--- config.mk ---
export PLATFORM = sky130hd
export DESIGN_NAME = regfile_wb_arbiter_flat
export DESIGN_NICKNAME = d
export VERILOG_FILES = /design/src/rtl/regfile_wb_arbiter_pkg.sv /design/src/rtl/regfile_wb_arbiter_if.sv /design/src/rtl/regfile_wb_arbiter_rr_arbiter2.sv /design/src/rtl/regfile_wb_arbiter.sv /design/src/flat_wrapper.sv
export SDC_FILE = /design/constraint.sdc
export NUM_CORES = 1
export LEC_CHECK = 0
export ABC_AREA = 1
export ABC_CLOCK_PERIOD_IN_PS = 3100
export CORE_MARGIN = 8
export CORE_UTILIZATION = 45
export DETAILED_ROUTE_END_ITERATION = 7
export PLACE_DENSITY_LB_ADDON = 0.12
export SYNTH_ARGS = -nofsm -noshare
export SYNTH_HDL_FRONTEND = slang
export SYNTH_HIERARCHICAL = 1
export SYNTH_SLANG_ARGS = --single-unit
--- constraint.sdc ---
create_clock -name clk -period 3.1 [get_ports clk]
set_input_delay 0.62 -clock clk [delete_from_list [all_inputs] [get_ports clk]]
set_output_delay 0.62 -clock clk [all_outputs]
set_load 0.02 [all_outputs]
--- src/rtl/regfile_wb_arbiter_pkg.sv ---
// Shared definitions for the register-file write-back arbiter.
// Holds the default data and register-index widths, plus the grant
// encoding produced by the two-requester round-robin arbiter.
package regfile_wb_arbiter_pkg;

  localparam int DATA_WIDTH_DEF     = 32;
  localparam int ADDR_REG_WIDTH_DEF = 5;

  typedef enum logic [1:0] {
    GRANT_NONE = 2'd0,
    GRANT_ALU  = 2'd1,
    GRANT_LSU  = 2'd2
  } grant_e;

endpackage

--- src/rtl/regfile_wb_arbiter_if.sv ---
// Bus bundle for the write-back arbiter.
//   alu_*   : ALU write-back request (valid/rd/data in, ready out)
//   lsu_*   : load-unit write-back request (valid/rd/data in, ready out)
//   issue_* : destination reservation of a newly issued instruction
//   rs1/rs2 : decode-stage source indices, hazard back out
//   rf_*    : register-file write port
// slave is the arbiter side, master the pipeline side.
interface regfile_wb_arbiter_if #(
  parameter int Data_Width   = regfile_wb_arbiter_pkg::DATA_WIDTH_DEF,
  parameter int AddrRegWidth = regfile_wb_arbiter_pkg::ADDR_REG_WIDTH_DEF
) ();

  logic                    alu_valid;
  logic [AddrRegWidth-1:0] alu_rd;
  logic [Data_Width-1:0]   alu_data;
  logic                    alu_ready;

  logic                    lsu_valid;
  logic [AddrRegWidth-1:0] lsu_rd;
  logic [Data_Width-1:0]   lsu_data;
  logic                    lsu_ready;

  logic                    issue_en;
  logic [AddrRegWidth-1:0] issue_rd;
  logic [AddrRegWidth-1:0] rs1;
  logic [AddrRegWidth-1:0] rs2;
  logic                    hazard;

  logic                    rf_en;
  logic [AddrRegWidth-1:0] rf_rd;
  logic [Data_Width-1:0]   rf_data;

  modport slave (
    input  alu_valid, alu_rd, alu_data,
    output alu_ready,
    input  lsu_valid, lsu_rd, lsu_data,
    output lsu_ready,
    input  issue_en, issue_rd, rs1, rs2,
    output hazard,
    output rf_en, rf_rd, rf_data
  );

  modport master (
    output alu_valid, alu_rd, alu_data,
    input  alu_ready,
    output lsu_valid, lsu_rd, lsu_data,
    input  lsu_ready,
    output issue_en, issue_rd, rs1, rs2,
    input  hazard,
    input  rf_en, rf_rd, rf_data
  );

endinterface

--- src/rtl/regfile_wb_arbiter_rr_arbiter2.sv ---
// Two-requester round-robin arbiter (ALU vs LSU).
// Ports: clk, rst (async active-low), alu_valid, lsu_valid in;
// grant out (combinational). The pointer remembers the last granted
// requester and only moves when a grant is issued.
//
// last_q     | meaning
// GRANT_NONE | no grant since reset, LSU wins a tie
// GRANT_ALU  | ALU granted last, LSU wins a tie
// GRANT_LSU  | LSU granted last, ALU wins a tie
module rr_arbiter2
  import regfile_wb_arbiter_pkg::*;
(
  input  logic   clk,
  input  logic   rst,
  input  logic   alu_valid,
  input  logic   lsu_valid,
  output grant_e grant
);

  grant_e last_q;
  grant_e last_d;

  always_ff @(posedge clk or negedge rst) begin
    if (!rst) last_q <= GRANT_NONE;
    else      last_q <= last_d;
  end

  // ready equals grant, so every grant is a transfer; reset masks grants.
  always_comb begin
    grant  = GRANT_NONE;
    last_d = last_q;
    if (rst) begin
      if (alu_valid && lsu_valid)
        grant = (last_q == GRANT_LSU) ? GRANT_ALU : GRANT_LSU;
      else if (alu_valid)
        grant = GRANT_ALU;
      else if (lsu_valid)
        grant = GRANT_LSU;
    end
    if (grant != GRANT_NONE) last_d = grant;
  end

endmodule

--- src/rtl/regfile_wb_arbiter.sv ---
// Register-file write-back arbiter with destination scoreboard.
// Ports: clk, rst (async active-low), bus (regfile_wb_arbiter_if.slave).
// One of ALU/LSU write-backs is accepted per cycle (round robin) and
// registered onto the rf_* write port. A busy bit per register is set
// on issue and cleared on accept; hazard flags pending sources.
module regfile_wb_arbiter
  import regfile_wb_arbiter_pkg::*;
#(
  parameter int Data_Width   = DATA_WIDTH_DEF,
  parameter int AddrRegWidth = ADDR_REG_WIDTH_DEF
) (
  input  logic                  clk,
  input  logic                  rst,
  regfile_wb_arbiter_if.slave   bus
);

  localparam int NumRegs = 2 ** AddrRegWidth;

  grant_e                  grant;
  logic                    xfer;
  logic [AddrRegWidth-1:0] xfer_rd;
  logic [Data_Width-1:0]   xfer_data;

  logic [NumRegs-1:0]      busy_q, busy_d;
  logic                    rf_en_q, rf_en_d;
  logic [AddrRegWidth-1:0] rf_rd_q, rf_rd_d;
  logic [Data_Width-1:0]   rf_data_q, rf_data_d;

  rr_arbiter2 u_rr_arbiter2 (
    .clk       (clk),
    .rst       (rst),
    .alu_valid (bus.alu_valid),
    .lsu_valid (bus.lsu_valid),
    .grant     (grant)
  );

  assign bus.alu_ready = (grant == GRANT_ALU);
  assign bus.lsu_ready = (grant == GRANT_LSU);

  always_comb begin
    xfer      = 1'b0;
    xfer_rd   = '0;
    xfer_data = '0;
    if (grant == GRANT_ALU) begin
      xfer      = 1'b1;
      xfer_rd   = bus.alu_rd;
      xfer_data = bus.alu_data;
    end else if (grant == GRANT_LSU) begin
      xfer      = 1'b1;
      xfer_rd   = bus.lsu_rd;
      xfer_data = bus.lsu_data;
    end
  end

  // Clear before set so a same-edge issue to the same index keeps it busy.
  always_comb begin
    busy_d = busy_q;
    if (xfer) busy_d[xfer_rd] = 1'b0;
    if (bus.issue_en && (bus.issue_rd != '0)) busy_d[bus.issue_rd] = 1'b1;
    busy_d[0] = 1'b0;
  end

  // Writes to x0 are accepted but dropped; rd/data hold while idle.
  always_comb begin
    rf_en_d   = 1'b0;
    rf_rd_d   = rf_rd_q;
    rf_data_d = rf_data_q;
    if (xfer && (xfer_rd != '0)) begin
      rf_en_d   = 1'b1;
      rf_rd_d   = xfer_rd;
      rf_data_d = xfer_data;
    end
  end

  always_ff @(posedge clk or negedge rst) begin
    if (!rst) begin
      busy_q    <= '0;
      rf_en_q   <= 1'b0;
      rf_rd_q   <= '0;
      rf_data_q <= '0;
    end else begin
      busy_q    <= busy_d;
      rf_en_q   <= rf_en_d;
      rf_rd_q   <= rf_rd_d;
      rf_data_q <= rf_data_d;
    end
  end

  assign bus.hazard = ((bus.rs1 != '0) && busy_q[bus.rs1]) ||
                      ((bus.rs2 != '0) && busy_q[bus.rs2]);

  assign bus.rf_en   = rf_en_q;
  assign bus.rf_rd   = rf_rd_q;
  assign bus.rf_data = rf_data_q;

endmodule

--- src/flat_wrapper.sv ---
// flat-port wrapper written by rule: the top's interface ports become plain ports
module regfile_wb_arbiter_flat import regfile_wb_arbiter_pkg::*;
#(
  parameter int Data_Width   = DATA_WIDTH_DEF,
  parameter int AddrRegWidth = ADDR_REG_WIDTH_DEF
)
  (clk, rst, bus_alu_valid, bus_alu_rd, bus_alu_data, bus_alu_ready, bus_lsu_valid, bus_lsu_rd, bus_lsu_data, bus_lsu_ready, bus_issue_en, bus_issue_rd, bus_rs1, bus_rs2, bus_hazard, bus_rf_en, bus_rf_rd, bus_rf_data);
  regfile_wb_arbiter_if #(.Data_Width(Data_Width), .AddrRegWidth(AddrRegWidth)) bus_i ();
  input  logic clk;
  input  logic rst;
  input wire logic [$bits(bus_i.alu_valid)-1:0] bus_alu_valid;
  input wire logic [$bits(bus_i.alu_rd)-1:0] bus_alu_rd;
  input wire logic [$bits(bus_i.alu_data)-1:0] bus_alu_data;
  output wire logic [$bits(bus_i.alu_ready)-1:0] bus_alu_ready;
  input wire logic [$bits(bus_i.lsu_valid)-1:0] bus_lsu_valid;
  input wire logic [$bits(bus_i.lsu_rd)-1:0] bus_lsu_rd;
  input wire logic [$bits(bus_i.lsu_data)-1:0] bus_lsu_data;
  output wire logic [$bits(bus_i.lsu_ready)-1:0] bus_lsu_ready;
  input wire logic [$bits(bus_i.issue_en)-1:0] bus_issue_en;
  input wire logic [$bits(bus_i.issue_rd)-1:0] bus_issue_rd;
  input wire logic [$bits(bus_i.rs1)-1:0] bus_rs1;
  input wire logic [$bits(bus_i.rs2)-1:0] bus_rs2;
  output wire logic [$bits(bus_i.hazard)-1:0] bus_hazard;
  output wire logic [$bits(bus_i.rf_en)-1:0] bus_rf_en;
  output wire logic [$bits(bus_i.rf_rd)-1:0] bus_rf_rd;
  output wire logic [$bits(bus_i.rf_data)-1:0] bus_rf_data;
  assign bus_i.alu_valid = bus_alu_valid;
  assign bus_i.alu_rd = bus_alu_rd;
  assign bus_i.alu_data = bus_alu_data;
  assign bus_alu_ready = bus_i.alu_ready;
  assign bus_i.lsu_valid = bus_lsu_valid;
  assign bus_i.lsu_rd = bus_lsu_rd;
  assign bus_i.lsu_data = bus_lsu_data;
  assign bus_lsu_ready = bus_i.lsu_ready;
  assign bus_i.issue_en = bus_issue_en;
  assign bus_i.issue_rd = bus_issue_rd;
  assign bus_i.rs1 = bus_rs1;
  assign bus_i.rs2 = bus_rs2;
  assign bus_hazard = bus_i.hazard;
  assign bus_rf_en = bus_i.rf_en;
  assign bus_rf_rd = bus_i.rf_rd;
  assign bus_rf_data = bus_i.rf_data;
  regfile_wb_arbiter #(.Data_Width(Data_Width), .AddrRegWidth(AddrRegWidth)) u_core (.clk(clk), .rst(rst), .bus(bus_i));
endmodule
# Word level (Yosys, flattened, before mapping)
# Index checks and enable logic that the tools add are counted.
[op_classes] order_cmp=6 n_bitwise=3 eq_ne=3 n_reduce_logical=13 mux=22
[op_table] cell="$mux 32" n=4
[op_table] cell="$and 32x32->32" n=1
[op_table] cell="$not 32->32" n=1
[op_table] cell="$or 32x32->32" n=1
[op_table] cell="$lt 5x6->1 const B" n=4
[op_table] cell="$reduce_bool 5->1" n=4
[op_table] cell="$bmux 1 s5" n=2
[op_table] cell="$demux 1 s5" n=2
[op_table] cell="$ge 5x1->1 const B" n=2
[op_table] cell="$mux 2" n=5
[op_table] cell="$mux 5" n=2
[op_table] cell="$logic_and 1x1->1" n=7
[op_table] cell="$mux 1" n=7
[op_table] cell="$eq 2x2->1 const B" n=2
[op_table] cell="$eq 2x1->1 const B" n=1
[op_table] cell="$reduce_bool 2->1" n=1
[op_table] cell="$logic_or 1x1->1" n=1
[word_totals] out_inout_bits=41 ff_bits=71 in_bits=94

# Depth between registers and ports, before layout
# Gate-level depths: netlist (run 1).
[logic_depth] word_depth=16 mapped_depth=20 depth_no_buf=18

# Hierarchy
# The synthesis (run 1) kept the hierarchy.
[modules_own_cells] module="regfile_wb_arbiter" n_inst=1 area_per_inst_um2=3762.4 cells_per_inst=492
[modules_own_cells] module="rr_arbiter2" n_inst=1 area_per_inst_um2=113.9 cells_per_inst=18

# Least setup slack after synthesis (run 1)
# OpenSTA, ideal clock, no wires.
[synth_timing] path_type="in2reg" startpoint="input rst" endpoint="register u_core.rf_rd_q[3], in the netlist u_core/bus.rf_rd[3]" path_buffers=3 arrival_time_ns=2.312 slack_ns=0.652 required_time_ns=2.964 setup_ns=0.136 cell_stages=18 path_cell_list="nand2_1 inv_1 nand2_1 inv_1 inv_1 ha_1 buf_2 nand2_1 nand2_2 inv_2 nand3_2 inv_1 nand2_1 nand2_2 buf_6 buf_6 nand2_1 o21ai_0"
[synth_via] word_cells_on_any_way=9
[synth_lines] item="start, declared" line_no="flat_wrapper.sv:10" text="input logic rst;"
[synth_lines] item="$mux 2 (*)" line_no="regfile_wb_arbiter_rr_arbiter2.sv:32" text="if (rst) begin"
[synth_lines] item="named net u_core.grant[1]" line_no="regfile_wb_arbiter.sv:19" text="grant_e grant;"
[synth_lines] item="$eq 2x1->1 (*)"
[synth_lines] item="named net bus_alu_ready" line_no="flat_wrapper.sv:14" text="output wire logic [$bits(bus_i.alu_ready)-1:0] bus_alu_ready;"
[synth_lines] item="$mux 5" line_no="regfile_wb_arbiter.sv:44" text="if (grant == GRANT_ALU) begin"
[synth_lines] item="$reduce_bool 5->1" line_no="regfile_wb_arbiter.sv:68" text="if (xfer && (xfer_rd != '0)) begin"
[synth_lines] item="$logic_and 1x1->1" line_no="regfile_wb_arbiter.sv:68"
[synth_lines] item="end signal, assigned" line_no="regfile_wb_arbiter.sv:84" text="rf_rd_q <= rf_rd_d;"
[synth_lines] item="end, declared" line_no="regfile_wb_arbiter.sv:26" text="logic [AddrRegWidth-1:0] rf_rd_q, rf_rd_d;"
# Mark *: on every way through the listed nets, which the timed path passes. The rest lies on a longest branch.
# A chain may end at the register's enable or synchronous reset.

# Final worst setup path (run 1)
[layout_timing] startpoint="input bus_alu_valid" endpoint="output bus_alu_ready"
[layout_via] elab_chain_len=4 word_cells_on_any_way=5
[layout_lines] item="start, declared" line_no="flat_wrapper.sv:11" text="input wire logic [$bits(bus_i.alu_valid)-1:0] bus_alu_valid;"
[layout_lines] item="$mux 2 or $logic_and 1x1->1 (tied branches)" line_no="regfile_wb_arbiter_rr_arbiter2.sv:35, regfile_wb_arbiter_rr_arbiter2.sv:33"
[layout_lines] item="$mux 2 (*)" line_no="regfile_wb_arbiter_rr_arbiter2.sv:33" text="if (alu_valid && lsu_valid)"
[layout_lines] item="$mux 2 (*)" line_no="regfile_wb_arbiter_rr_arbiter2.sv:32"
[layout_lines] item="named net u_core.grant[0]" line_no="regfile_wb_arbiter.sv:19"
[layout_lines] item="$eq 2x1->1 (*)" line_no="regfile_wb_arbiter.sv:37" text="assign bus.alu_ready = (grant == GRANT_ALU);"
[layout_lines] item="end, declared" line_no="flat_wrapper.sv:14"
# Marked as above.

==> results of run 1 <==
==> worst min path at each step <==
stage | start | to | slack [ns]
final | rst | u_core/u_rr_arbiter2/last_q[0] | 0.07
after detailed placement | rst | u_core/u_rr_arbiter2/last_q[0] | 0.43
after global placement | rst | u_core/u_rr_arbiter2/last_q[0] | 0.43
after CTS | rst | u_core/u_rr_arbiter2/last_q[0] | 0.06
after global routing | rst | u_core/u_rr_arbiter2/last_q[0] | 0.05
after floorplan | rst | u_core/bus.rf_data[0] | 0.32
==> layer usage <==
layer	up-vias	routed length (µm)
met1	1922	5210
li1	2021	-
met5	-	0
met4	0	229
met3	18	1240
met2	178	5960
==> kinds of logic after synthesis <==
family | share of synthesized area [%]
simple gates | 23.7
compound gates | 20.7
buf+inv | 9.17
flops | 45.8
fa+ha+maj | 0.645
==> state kept, by name, indices dropped and copies added, names as in the netlist <==
name / flops
u_core/bus.rf_data: 32
u_core/bus.rf_en: 1
u_core/busy_q: 31
u_core/u_rr_arbiter2/last_q: 2
u_core/bus.rf_rd: 5
==> report_power, final <==
part | leakage [nW] | switching [W] | total [W] | internal (W)
clock network | 0.0898 | 0.000353 | 0.000641 | 0.000288
logic | 1.60 | 0.000599 | 0.00110 | 0.000497
registers | 0.900 | 0.000126 | 0.00126 | 0.00114
==> critical path, stage by stage <==
cell             delay (ns)
clkdlybuf4s50_1        0.48
nand2_1                0.09
inv_1                  0.06
nand2_1                0.07
inv_1                  0.08
ha_1                   0.29
clkdlybuf4s50_1        0.66
==> cell type report <==
class	instances	area share, %
flip-flops and latches	71	31.4
multi-input cells	358	30.9
repair buffers	164	28.0
inverters	60	4.11
well taps	108	2.39
clock buffers	10	2.26
clock inverters	6	0.663
repair inverters	2	0.265
==> through the flow <==
| step | setup TNS, ns | utilization [%] | instances |
|---|---|---|---|
| floorplan | 0 | - | 510 |
| global route | 0 | 66.2 | 779 |
| global placement | -0.0676 | 63.9 | 761 |
| detailed placement | -1.48 | 63.9 | 761 |
| finish | 0 | 66.2 | 779 |
| CTS | 0 | 66.1 | 779 |
==> repair_timing <==
| item | in CTS | in global routing |
|---|---|---|
| setup endpoints to repair | 1 | 1 |
| hold buffers | 0 | 0 |
| buffers inserted | 0 | 0 |
| resized for setup | 7 | 1 |
| cloned | 2 | 0 |
| endpoints found under the hold margin | 0 | 0 |
==> synthesized netlist by cell type <==
master / number
nand3_1: 63
inv_2: 1
nand3_2: 1
buf_2: 4
a31oi_1: 2
nor2_1: 6
clkbuf_1: 10
nor2_4: 1
nand2_1: 144
a22oi_1: 32
dfrtp_1: 71
a22oi_2: 3
clkbuf_2: 1
o21ai_1: 22
o211ai_1: 2
ha_1: 2
o21ai_0: 77
nand2_2: 2
inv_1: 59
buf_6: 6
nand4_1: 1
==> layout by cell type (no fill, tap or decap) <==
cell | netlist | final
nand4_1 | 1 | 1
o21ai_1 | 22 | 22
o211ai_1 | 2 | 2
dfrtp_1 | 71 | 71
buf_4 | 0 | 28
nand3_1 | 63 | 63
dlygate4sd2_1 | 0 | 2
nand2_2 | 2 | 2
nor2_1 | 6 | 5
nand3_2 | 1 | 1
clkbuf_1 | 10 | 1
clkbuf_8 | 0 | 9
a31oi_1 | 2 | 2
clkinv_4 | 0 | 2
dlymetal6s2s_1 | 0 | 1
nand2_1 | 144 | 144
inv_1 | 59 | 57
a22oi_2 | 3 | 3
ha_1 | 2 | 2
buf_12 | 0 | 2
nor2_2 | 0 | 1
inv_2 | 1 | 1
nor2_4 | 1 | 1
clkinv_2 | 0 | 4
a22oi_1 | 32 | 32
buf_2 | 4 | 1
o21ai_0 | 77 | 77
clkdlybuf4s50_1 | 0 | 130
clkinvlp_4 | 0 | 4
==> metrics, run 1 <==
worst-case clock skew a little over 0.006 ns; Die H ~110 µm; mapped cell area around 3900 µm²; Cell Pwr Density between 500 and 600 nW/µm²; CP startpoint bus_alu_valid; setup violators final 0; Setup WS pre-CTS -0.0788 ns; Worst Setup EP bus_alu_ready; number of diodes 0; Die Wd 109 µm; TritonCTS Sinks 71; DRC viols 0; Avg WL per Cell 16.2 µm; Total GRT Usage between 20% and 30%; cell count after synthesis 510; Multi-input gate area ~1700 µm²; grt ovf 0; Pwr Total 0.00300 W; I/O pins approximately 140; status complete, no violations; Layout Nets 762; Yosys reg bits a little over 70; Worst Path Required around 2.5 ns; Placer Congestion approximately 0.9; max-cap violation count 0; Worst Hold Class in2async; clk_lat worst skew around 0.34 ns; Initial Utilization 45.3%; port bufs between 100 and 150; Reg clk slew, reported paths ~0.08 ns; Slew @ Worst Pin roughly 0.86 ns; yosys warns 6; r2r startpoint u_core/u_rr_arbiter2/last_q[0]; final antenna-violating net count 0; CTS tree done; Die ar. 11800 µm²; syn avg cell area 7.60 µm²; layout cells sized above 1 8.79%; Synth top area share 45.8%; Reg2Reg Capture Point u_core/busy_q[26]; Worst R2R Path Depth 14; starting DRC count in detailed routing 272; register area share after synthesis around 46%; Core Box Area 8550 µm²; final hold violations 0; slew margin rel. between 40 and 50%; fmax approximately 340 MHz; Worst EP arrival roughly 2.4 ns; Mapped Nets between 600 and 700; post-synth cell types 21; gr busiest metal met2; P_leak between 2 and 3 nW; fillcell total around 760; largest net degree at the start of global routing 70; Hold Slack roughly 0.069 ns; worst setup margin 0.123 ns; RSZ-0062 raised after global routing no; Max FO, Critical Path 4; max-slew violation count 0; TritonRoute pass-1 iters 5; num rows 34; Global Route met1 Usage around a quarter; fin area 5660 µm²; vias in the first global route about 4300; detailed placer's ending HPWL 9.83 mm; DR vias between 4000 and 5000; DP Area approximately 5500 µm²; initial antenna violation count 0; first-pass GRT wire length 20.6 mm; reg2reg setup slack roughly 0.68 ns; met3 usage under 10%; H-tree depth 3; VDD IR max approximately 0.24 mV; Clock Path Buffers 2; Final Cycle Share slightly below 100%; CP Launch Type input pin; Reg area ~1800 µm²; CP endpoint kind primary output; CTS buffer count 9; WS Path Type in2out; crit path time final between 2 and 3 ns; Root Buffer clkbuf_8; top post-synthesis cells by area dfrtp_1 46%, nand2_1 14%, o21ai_0 9.9%, nand3_1 8.1%, a22oi_1 6.2%; DRT Wirelength roughly 13 mm; met2 Use GR a little over a third; vias per inst roughly 5.3; Layout area overhead 46.0%; Synth area leader dfrtp_1
Note: power is estimated with default switching activity, not from simulation.
==> inputs of run 2 (changes only) <==
ABC_AREA = default   (was 1)
CTS_CLUSTER_DIAMETER = 60   (was default)
==> metrics, run 2 <==
status complete, no violations; internal power 0.00217 W (+13%); initial antenna violation count 0 (unchanged); mux share of post-synthesis cell area 9.16% (+9.2 points); xor and xnor area share after synthesis 0% (unchanged); Post-synth top cells 88 x o21ai_0, 85 x nand2_1, 71 x dfrtp_1, 33 x nor2_1, 31 x a21oi_1; CTS tree done; Worst Path Required 2.48 ns (about the same); Core Util, Final 68.4% (+2.2 points); post-synth cell types 37 (+76%); share of power burned in registers 40.8% (-1.3 points); Total GRT Usage 20.6% (-1.3 points); final hold violations 0 (unchanged); I/O pins 135 (unchanged); Layout Nets 675 (-11%); Final Cycle Share 96.8% (+0.78 points); crit path time final 3.00 ns (+0.0242 ns); DRC viols 0 (unchanged); Die Wd 108 µm (-0.57%); Initial Utilization 46.6% (+1.2 points); grt ovf 0 (unchanged); Mapped Nets 532 (-12%); number of diodes 0 (unchanged); port bufs 134 (unchanged); Yosys reg bits 71 (unchanged); Post-synth EDFFs 0 (unchanged); Synth Area in Adders 0.654% (+0.0087 points); Die ar. 11700 µm² (-1.1%); clk_lat worst skew 0.35 ns (about the same); largest family of logic cells by synthesized area compound AO/OA/AOI/OAI gates; Synth Area in Compound Gates 22.0% (+1.4 points); Max FO, Critical Path 5 (+1); max-cap violation count 0 (unchanged); VDD IR max 0.275 mV (+13%); detailed placer's ending HPWL 9.08 mm (-7.6%); TritonCTS Sinks 71 (unchanged); DR vias 3736 (-9.7%); Synth area leader dfrtp_1; DRT Wirelength 11.7 mm (-7.2%); CTS buffer count 9 (unchanged); starting DRC count in detailed routing 135 (-50%); H-tree depth 3 (unchanged); register area share after synthesis 46.5% (+0.61 points); first-pass GRT wire length 19.1 mm (-7.3%); Reg clk slew, reported paths 0.08 ns (about the same); Layout area overhead 47.0%; max-slew violation count 0 (unchanged); final antenna-violating net count 0 (unchanged); WS Path Type in2out; setup violators final 0 (unchanged); num rows 33 (-2.9%); RSZ-0062 raised after global routing no; Worst Hold Class in2async; DP Area 5380 µm² (-1.5%); cell count after synthesis 436 (-15%); Die H 108 µm (-0.57%); Worst EP arrival 2.38 ns (+0.02 ns); largest net degree at the start of global routing 71 (+1.4%); Most used DFF post-synth dfrtp_1; mapped cell area 3820 µm² (-1.3%); vias in the first global route 3845 (-11%); Core Box Area 8220 µm² (-3.9%); Psw 0.00104 W (-3.7%); fmax 333 MHz (-0.81%); number of flip-flops in the largest register 32 (unchanged); Root Buffer clkbuf_8; Slew @ Worst Pin 0.610 ns (-0.253 ns); Cell Pwr Density 571 nW/µm² (+7.6%); Clock power frac 25.5% (+4.1 points); worst-case clock skew 0.00862 ns (+0.00246 ns); slew margin rel. 59.3% (+17 points); Placer Congestion 0.883 (-2.5%); hold_buf cts 0 (unchanged); ys async rst share 100% (unchanged); P_leak 2.32 nW (-10%); Sw Ratio 32.3% (-3.6 points); syn avg cell area 8.77 µm² (+15%); Synth Area in Simple Gates 18.3% (-5.4 points); top post-synthesis cells by area dfrtp_1 46%, o21ai_0 12%, nand2_1 8.3%, mux4_2 6.5%, a21oi_1 4.1%; fin area 5620 µm² (-0.64%); Avg WL per Cell 17.0 µm (+5.0%); Synth top area share 46.5% (+0.61 points); layout cells sized above 1 10.1% (+1.3 points); yosys warns 6 (unchanged); Logic pwr share 33.7% (-2.8 points); vias per inst 5.42 (+2.1%); CP Launch Type input pin; commonest non-fill, non-tap cell in the layout clkdlybuf4s50_1; CP endpoint kind primary output; most numerous cell in the Yosys netlist o21ai_0; TritonRoute pass-1 iters 4 (-1); commonest cells after routing, fill and taps aside 129 x clkdlybuf4s50_1, 88 x o21ai_0, 85 x nand2_1, 71 x dfrtp_1, 33 x nor2_1; Clock Path Buffers 2 (unchanged)
==> run 2: timing repair <==
action / CTS / global route
buffers inserted: 0 / 2
resized for setup: 5 / 3
endpoints found under the setup margin: 1 / 1
endpoints found under the hold margin: 0 / 0
==> run 2: area by class of cell <==
| type | count | area (µm²) |
|---|---|---|
| inverter | 7 | 26.3 |
| multi-input combinational | 333 | 1920 |
| clock buffer | 10 | 138 |
| tap | 105 | 131 |
| timing repair buffer | 157 | 1550 |
| sequential | 71 | 1780 |
| clock inverter | 6 | 83.8 |
| fill | 676 | 2590 |
==> run 2: critical path, stage by stage <==
cell and delay (ns):
clkdlybuf4s50_1 0.52, nand2_1 0.07, a31oi_1 0.22, ha_1 0.31, clkdlybuf4s50_1 0.64
==> run 2: power by group through the flow <==
stage | clock (W) | sequential (W) | combinational [W]
global placement | 0 | 0.00132 | 0.00107
CTS | 0.000830 | 0.00131 | 0.00109
detailed placement | 0 | 0.00132 | 0.00109
global route | 0.000871 | 0.00134 | 0.00119
floorplan | 0 | 0.00142 | 0.000424
finish | 0.000819 | 0.00131 | 0.00108
==> run 2: through the flow <==
step	hold slack (ns)	setup TNS [ns]	cells	power, W	setup WS (ns)
2_1_floorplan	0.324	0	436	0.00184	0.550
3_3_place_gp	0.459	-0.315	671	0.00239	-0.315
3_5_place_dp	0.469	-0.810	671	0.00241	-0.400
4_1_cts	0.287	0	687	0.00322	0.0596
5_1_grt	0.316	0	689	0.00340	0.0147
6_report	0.285	0	689	0.00321	0.0987
==> run 2: kinds of logic after synthesis <==
| kind of cell | count (synthesis) |
|---|---|
| AOI/OAI and AO/OA | 153 |
| adders and majority gates | 2 |
| buffers and inverters | 32 |
| DFF | 71 |
| muxes | 21 |
| and+or+nand+nor | 157 |
==> run 2: worst paths after layout <==
path	cells past startpoint	slack [ns]	startpoint	endpoint
min in group clk	2	0.48	u_core/bus.rf_data[17]	u_core/bus.rf_data[17]
max in group asynchronous	2	2.27	rst	u_core/busy_q[23]
worst min register to register	2	0.48	u_core/bus.rf_data[17]	u_core/bus.rf_data[17]
worst max-delay path	5	0.1	bus_lsu_valid	bus_lsu_ready
worst max register to register	10	0.60	u_core/u_rr_arbiter2/last_q[0]	u_core/bus.rf_data[8]
worst min-delay path	2	0.29	rst	u_core/u_rr_arbiter2/last_q[0]
==> run 2: routing by layer <==
layer / routed length (µm) / global-route usage, %
met4: 200 / 10.1
met3: 1210 / 8.80
met2: 5500 / 31.6
met1: 4840 / 24.4
met5: 0 / 0
==> inputs of run 3 (changes only) <==
ABC_AREA = 1   (was default)
==> results of run 3 <==
Same layout as run 1: the final DEF is identical, and so are final timing and power.
